$ cat config.mk
export PLATFORM = sky130hd
export DESIGN_NAME = gfx_fragment_writer
export DESIGN_NICKNAME = d
export VERILOG_FILES = /design/src/rtl/gfx_fragment_writer.sv
export SDC_FILE = /design/constraint.sdc
export NUM_CORES = 1
export LEC_CHECK = 0
export CAP_MARGIN = 20
export CORE_UTILIZATION = 52
export CTS_BUF_LIST = sky130_fd_sc_hd__clkbuf_4 sky130_fd_sc_hd__clkbuf_8
export DETAILED_ROUTE_END_ITERATION = 8
export HOLD_SLACK_MARGIN = 0.15
export PLACE_DENSITY = 0.8
export SLEW_MARGIN = 20
export SYNTH_ARGS = -nofsm -noshare
export SYNTH_HDL_FRONTEND = slang
export SYNTH_SLANG_ARGS = --single-unit
$ cat constraint.sdc
create_clock -name clk_i -period 8.6 [get_ports clk_i]
set_clock_uncertainty 0.15 [all_clocks]
set_input_delay 1.29 -clock clk_i [delete_from_list [all_inputs] [get_ports clk_i]]
set_output_delay 1.29 -clock clk_i [all_outputs]
set_load 0.01 [all_outputs]
$ cat src/rtl/gfx_fragment_writer.sv
// Pixel sink: clips one rasterizer pixel against the render target and clip
// rectangle, then issues a single Wishbone classic write with depth-based lanes.
module gfx_fragment_writer #(
  parameter int unsigned point_width = 16,
  parameter int unsigned addr_width  = 32
) (
  input  logic                   clk_i,
  input  logic                   rst_i,
  input  logic                   write_i,
  input  logic [point_width-1:0] x_i,
  input  logic [point_width-1:0] y_i,
  input  logic [31:0]            color_i,
  input  logic [1:0]             color_depth_i,
  input  logic [addr_width-1:0]  target_base_i,
  input  logic [point_width-1:0] target_size_x_i,
  input  logic [point_width-1:0] target_size_y_i,
  input  logic                   clipping_enable_i,
  input  logic [point_width-1:0] clip_ul_x_i,
  input  logic [point_width-1:0] clip_ul_y_i,
  input  logic [point_width-1:0] clip_lr_x_i,
  input  logic [point_width-1:0] clip_lr_y_i,
  output logic                   ack_o,
  output logic                   busy_o,
  output logic                   err_o,
  output logic [31:0]            written_count_o,
  output logic [31:0]            discarded_count_o,
  output logic                   m_cyc_o,
  output logic                   m_stb_o,
  output logic                   m_we_o,
  output logic [addr_width-1:0]  m_adr_o,
  output logic [3:0]             m_sel_o,
  output logic [31:0]            m_dat_o,
  input  logic                   m_ack_i,
  input  logic                   m_err_i
);

  typedef enum logic [1:0] {ST_IDLE, ST_DISCARD, ST_ADDR, ST_BUS} state_e;

  state_e                 state_q, state_d;
  logic [point_width-1:0] x_q, x_d, y_q, y_d, size_x_q, size_x_d;
  logic [31:0]            color_q, color_d;
  logic [1:0]             depth_q, depth_d;
  logic [addr_width-1:0]  base_q, base_d, adr_q, adr_d;
  logic                   cyc_q, cyc_d;
  logic [3:0]             sel_q, sel_d;
  logic [31:0]            dat_q, dat_d;
  logic                   ack_q, ack_d, err_q, err_d;
  logic [31:0]            written_q, written_d, discarded_q, discarded_d;

  logic                     discard;
  logic [2*point_width-1:0] offset;
  logic [1:0]               shift;
  logic [addr_width-1:0]    byte_addr;
  logic [3:0]               lane_sel;
  logic [31:0]              lane_dat;

  // Clip test runs on live inputs: only the acceptance edge matters.
  always_comb begin
    discard = (x_i >= target_size_x_i) || (y_i >= target_size_y_i) ||
              (clipping_enable_i && ((x_i < clip_ul_x_i) || (x_i >= clip_lr_x_i) ||
                                     (y_i < clip_ul_y_i) || (y_i >= clip_lr_y_i)));
  end

  // Address and lane generation work only from the latched pixel.
  always_comb begin
    offset = ({{point_width{1'b0}}, y_q} * {{point_width{1'b0}}, size_x_q}) +
             {{point_width{1'b0}}, x_q};
    case (depth_q)
      2'b00:   shift = 2'd0;
      2'b01:   shift = 2'd1;
      default: shift = 2'd2;
    endcase
    byte_addr = base_q + (addr_width'(offset) << shift);
    case (depth_q)
      2'b00: begin
        lane_sel = 4'b0001 << byte_addr[1:0];
        lane_dat = {4{color_q[7:0]}};
      end
      2'b01: begin
        lane_sel = byte_addr[1] ? 4'b1100 : 4'b0011;
        lane_dat = {2{color_q[15:0]}};
      end
      default: begin
        lane_sel = 4'b1111;
        lane_dat = color_q;
      end
    endcase
  end

  always_comb begin
    // NOTE: every _d gets a default first, so no branch can infer a latch.
    state_d     = state_q;
    x_d         = x_q;
    y_d         = y_q;
    size_x_d    = size_x_q;
    color_d     = color_q;
    depth_d     = depth_q;
    base_d      = base_q;
    adr_d       = adr_q;
    cyc_d       = cyc_q;
    sel_d       = sel_q;
    dat_d       = dat_q;
    ack_d       = 1'b0;
    err_d       = 1'b0;
    written_d   = written_q;
    discarded_d = discarded_q;

    case (state_q)
      ST_IDLE: begin
        if (write_i) begin
          x_d      = x_i;
          y_d      = y_i;
          color_d  = color_i;
          depth_d  = color_depth_i;
          base_d   = target_base_i;
          size_x_d = target_size_x_i;
          state_d  = discard ? ST_DISCARD : ST_ADDR;
        end
      end
      ST_DISCARD: begin
        ack_d       = 1'b1;
        discarded_d = discarded_q + 32'd1;
        state_d     = ST_IDLE;
      end
      ST_ADDR: begin
        adr_d   = {byte_addr[addr_width-1:2], 2'b00};
        sel_d   = lane_sel;
        dat_d   = lane_dat;
        cyc_d   = 1'b1;
        state_d = ST_BUS;
      end
      ST_BUS: begin
        // An error response takes priority over a simultaneous ack.
        if (m_err_i || m_ack_i) begin
          cyc_d   = 1'b0;
          ack_d   = 1'b1;
          err_d   = m_err_i;
          state_d = ST_IDLE;
          if (!m_err_i) written_d = written_q + 32'd1;
        end
      end
      default: state_d = ST_IDLE;
    endcase
  end

  always_ff @(posedge clk_i or posedge rst_i) begin
    if (rst_i) begin
      state_q     <= ST_IDLE;
      x_q         <= '0;
      y_q         <= '0;
      size_x_q    <= '0;
      color_q     <= '0;
      depth_q     <= '0;
      base_q      <= '0;
      adr_q       <= '0;
      cyc_q       <= 1'b0;
      sel_q       <= '0;
      dat_q       <= '0;
      ack_q       <= 1'b0;
      err_q       <= 1'b0;
      written_q   <= '0;
      discarded_q <= '0;
    end else begin
      // NOTE: non-blocking so every flop samples pre-edge values together.
      state_q     <= state_d;
      x_q         <= x_d;
      y_q         <= y_d;
      size_x_q    <= size_x_d;
      color_q     <= color_d;
      depth_q     <= depth_d;
      base_q      <= base_d;
      adr_q       <= adr_d;
      cyc_q       <= cyc_d;
      sel_q       <= sel_d;
      dat_q       <= dat_d;
      ack_q       <= ack_d;
      err_q       <= err_d;
      written_q   <= written_d;
      discarded_q <= discarded_d;
    end
  end

  assign ack_o             = ack_q;
  assign err_o             = err_q;
  assign busy_o            = (state_q != ST_IDLE);
  assign written_count_o   = written_q;
  assign discarded_count_o = discarded_q;
  assign m_cyc_o           = cyc_q;
  assign m_stb_o           = cyc_q;
  assign m_we_o            = cyc_q;
  assign m_adr_o           = adr_q;
  assign m_sel_o           = sel_q;
  assign m_dat_o           = dat_q;

endmodule

==> results by group <==
GRT
  • First-pass GRT wire length: 97,500 µm
  • Maximum number of pins on one net before global-route repair: ~120
  • Gr usage total: a little over a quarter
  • Met3 track utilization from global routing: 4.91%
  • Met2 track demand over resource: between 40% and 50%
  • Total overflow reported by the global router: 0
  • Number of antenna violations at the first check in global routing: 1
  • Vias in the first global route: 18.8k
  • Global routing usage on met1: a little under two fifths
  • Busiest metal layer after global routing: met2

Drt
  • Total DRC errors in the routed layout: 0
  • Total wire length: a little over 60,000 µm
  • Via total after detailed routing: around 19k
  • Number of iterations in the first detailed-routing pass: 5
  • First-iteration detailed-routing DRC count: roughly 1.3k
  • Via-per-instance ratio: around 5.4
  • Antenna-violating nets left: 0
  • Wirelength per Cell: roughly 18 µm

Floorplanning
  • Area inside the core boundary: between 40,000 and 50,000 µm²
  • Number of placed I/O pins: 338
  • Die H: ~210 µm
  • Die Outline Area: about 45,000 µm²
  • Die W: 213 µm
  • Std cell rows: 76
  • Initial Utilization: between 50 and 60%

Synthesis
  • Library cells used by synthesis: 67
  • Number of synthesis warnings: 0
  • Dominant cell type by area after synthesis: dfrtp_1
  • Most used standard cells in the synthesized netlist: inv_1, nand2_1, dfrtp_1
  • Most frequent cell after synthesis: inv_1
  • Gate count after technology mapping: approximately 2.4k
  • Ys flop type: dfrtp_1
  • Register bit total from synthesis: approximately 250
  • Post-synth top area share: 26.9%
  • Cell area after synthesis: between 20,000 and 25,000 µm²
  • Async set-reset flop share out of synthesis: 100%
  • Post-synthesis sequential area ratio: between 20% and 30%
  • Post-synthesis area per instance: between 9 and 10 µm²
  • Cell types with the largest area share after synthesis: dfrtp_1, fa_1, ha_1, inv_1, mux2_2
  • Count of flip-flops with a built-in enable after synthesis: 0

Setup path
  • Critical Path Source Type: flop
  • Reg2reg setup slack: around 0.26 ns
  • Crit end category: flop
  • Crit path arrival time: a little under 9 ns
  • Required time of the worst setup path: between 8 and 9 ns
  • Most common cell on crit path: fa_1
  • Crit-path max FO: 7
  • Largest stage delay, worst path: roughly 0.54 ns
  • Classification of the worst setup path: reg -> reg
  • Max stage delay cell, worst path: fa_1
  • Depth of the worst register-to-register path: 35

Cells and area
  • Net count, final: between 3k and 4k
  • Sequential cell area in the final layout: ~6300 µm²
  • Area of combinational cells with multiple inputs: roughly 15,000 µm²
  • Ratio of cells with drive above 1 in the final layout: between 10% and 20%
  • Layout Area Growth over Synthesis: 25.7%
  • Fill cell count: ~3.2k

Clock tree
  • TritonCTS clock tree: yes
  • Number of buffers on the longest clock path: 3
  • Latest clock arrival within the worst-skew pair: 0.60 ns
  • TritonCTS buffer count: 43
  • CTS hold repair buffers: 0
  • Clock-pin slew reported for the worst setup and hold paths after clock tree synthesis: 0.06 ns
  • CTS Sinks: 249
  • Number of H-tree levels: 2
  • CTS root buf: clkbuf_8

Place
  • Placer congestion estimate: ~0.91
  • Post-DP HPWL: between 40,000 and 50,000 µm
  • I/O Buffers: 335

Hold path
  • Worst hold-check path type: reg -> reg
  • Hold Path Cell Cnt: 1

STA
  • Final number of hold-violating endpoints: 0
  • Slew Limit Fails: 0
  • Actual transition at the worst max-transition pin: 0.985 ns
  • Final setup violating endpoints: 0
  • Setup TNS: 0 ns
  • Final critical delay including setup and external delays: 8.34 ns
  • FMAX: around 0.12 GHz
  • Ratio of final minimum period to clock period: between 90% and 100%
  • Normalized max-slew margin: about a third

Outcome
  • Status: finished, final reports clean

Run
  • Number of maximum-capacitance constraint violations: 0
cell type report:
type                    instances  share of cell area [%]
diodes                          1                 0.00859
clock buffers                  62                    2.69
clock inverters                16                   0.774
inverters                     400                    5.18
multi-input cells            1716                    53.0
flip-flops and latches        249                    21.5
well taps                     585                    2.51
repair buffers                439                    14.4
layer usage:
| layer | share of wire (%) | wire (µm) |
|---|---|---|
| met4 | 2.8 | 1690 |
| met2 | 46 | 28500 |
| met5 | 0.021 | 13 |
| met1 | 43 | 26600 |
| met3 | 7.5 | 4590 |
logic make-up (layout without fill, tap and decap cells):
kind of cell / count (synthesis) / in the layout / synth area share, %
adders and majority gates: 446 / 446 / 30.9
xor gates and xnor gates: 114 / 114 / 4.31
and+or+nand+nor: 644 / 644 / 13.1
buffers and inverters: 483 / 917 / 7.93
muxes: 150 / 150 / 7.08
other: 1 / 3 / 0.0162
AOI/OAI and AO/OA: 360 / 360 / 9.71
DFF: 249 / 249 / 26.9
layout by cell type (no fill, tap or decap), drive strengths merged, types with 78 or more instances in the layout:
cell type,count
fa,211
ha,235
o21ai,143
and2,117
clkdlybuf4s50,335
mux2,110
dfrtp,249
nand2,311
buf,102
a21oi,78
inv,400
xnor2,82
path summary, 6_finish.rpt:
path | to | from
setup / recovery | m_adr_o[30] | y_q[4]
max in group asynchronous | y_q[6] | rst_i
hold / removal | discarded_count_o[31] | discarded_count_o[31]
setup reg to reg | m_adr_o[30] | y_q[4]
min in group asynchronous | color_q[16] | rst_i
hold reg to reg | discarded_count_o[31] | discarded_count_o[31]
through the flow:
step	hold WS (ns)	worst slack, ns	instance area [µm²]	std cells	util [%]
3_3_place_gp	0.310	0.0309	27400	3343	63.0
6_report	0.319	0.260	29100	3468	67.0
2_1_floorplan	0.330	0.317	23200	2448	-
4_1_cts	0.324	0.000283	28400	3425	65.4
3_5_place_dp	0.312	-0.140	27400	3343	63.0
5_1_grt	0.349	-0.169	29100	3467	67.0
critical path: cells and delay by family, from the launching register on:
kind,cells,cell delay (ns)
compound gates,11,2.11
mux,1,0.13
simple gates,8,1.07
buf+inv,5,0.38
fa+ha+maj,8,3.61
xor+xnor,2,0.27
flops,1,0.48
flip-flops by register name, indices dropped and copies added (netlist names), 16 cells and up:
register	count
size_x_q	16
color_q	32
discarded_count_o	32
m_dat_o	32
y_q	16
m_adr_o	30
written_count_o	32
x_q	16
base_q	32
repair_timing:
| action | in CTS | in global routing |
|---|---|---|
| setup buffers | 4 | 42 |
| pin swaps | 1 | 57 |
| gates resized for setup | 13 | 89 |
| setup endpoints to repair | 4 | 8 |
Power is left out: the tool's default activity adds up to more than one toggle a clock period on the data nets, which glitch-free logic cannot reach.
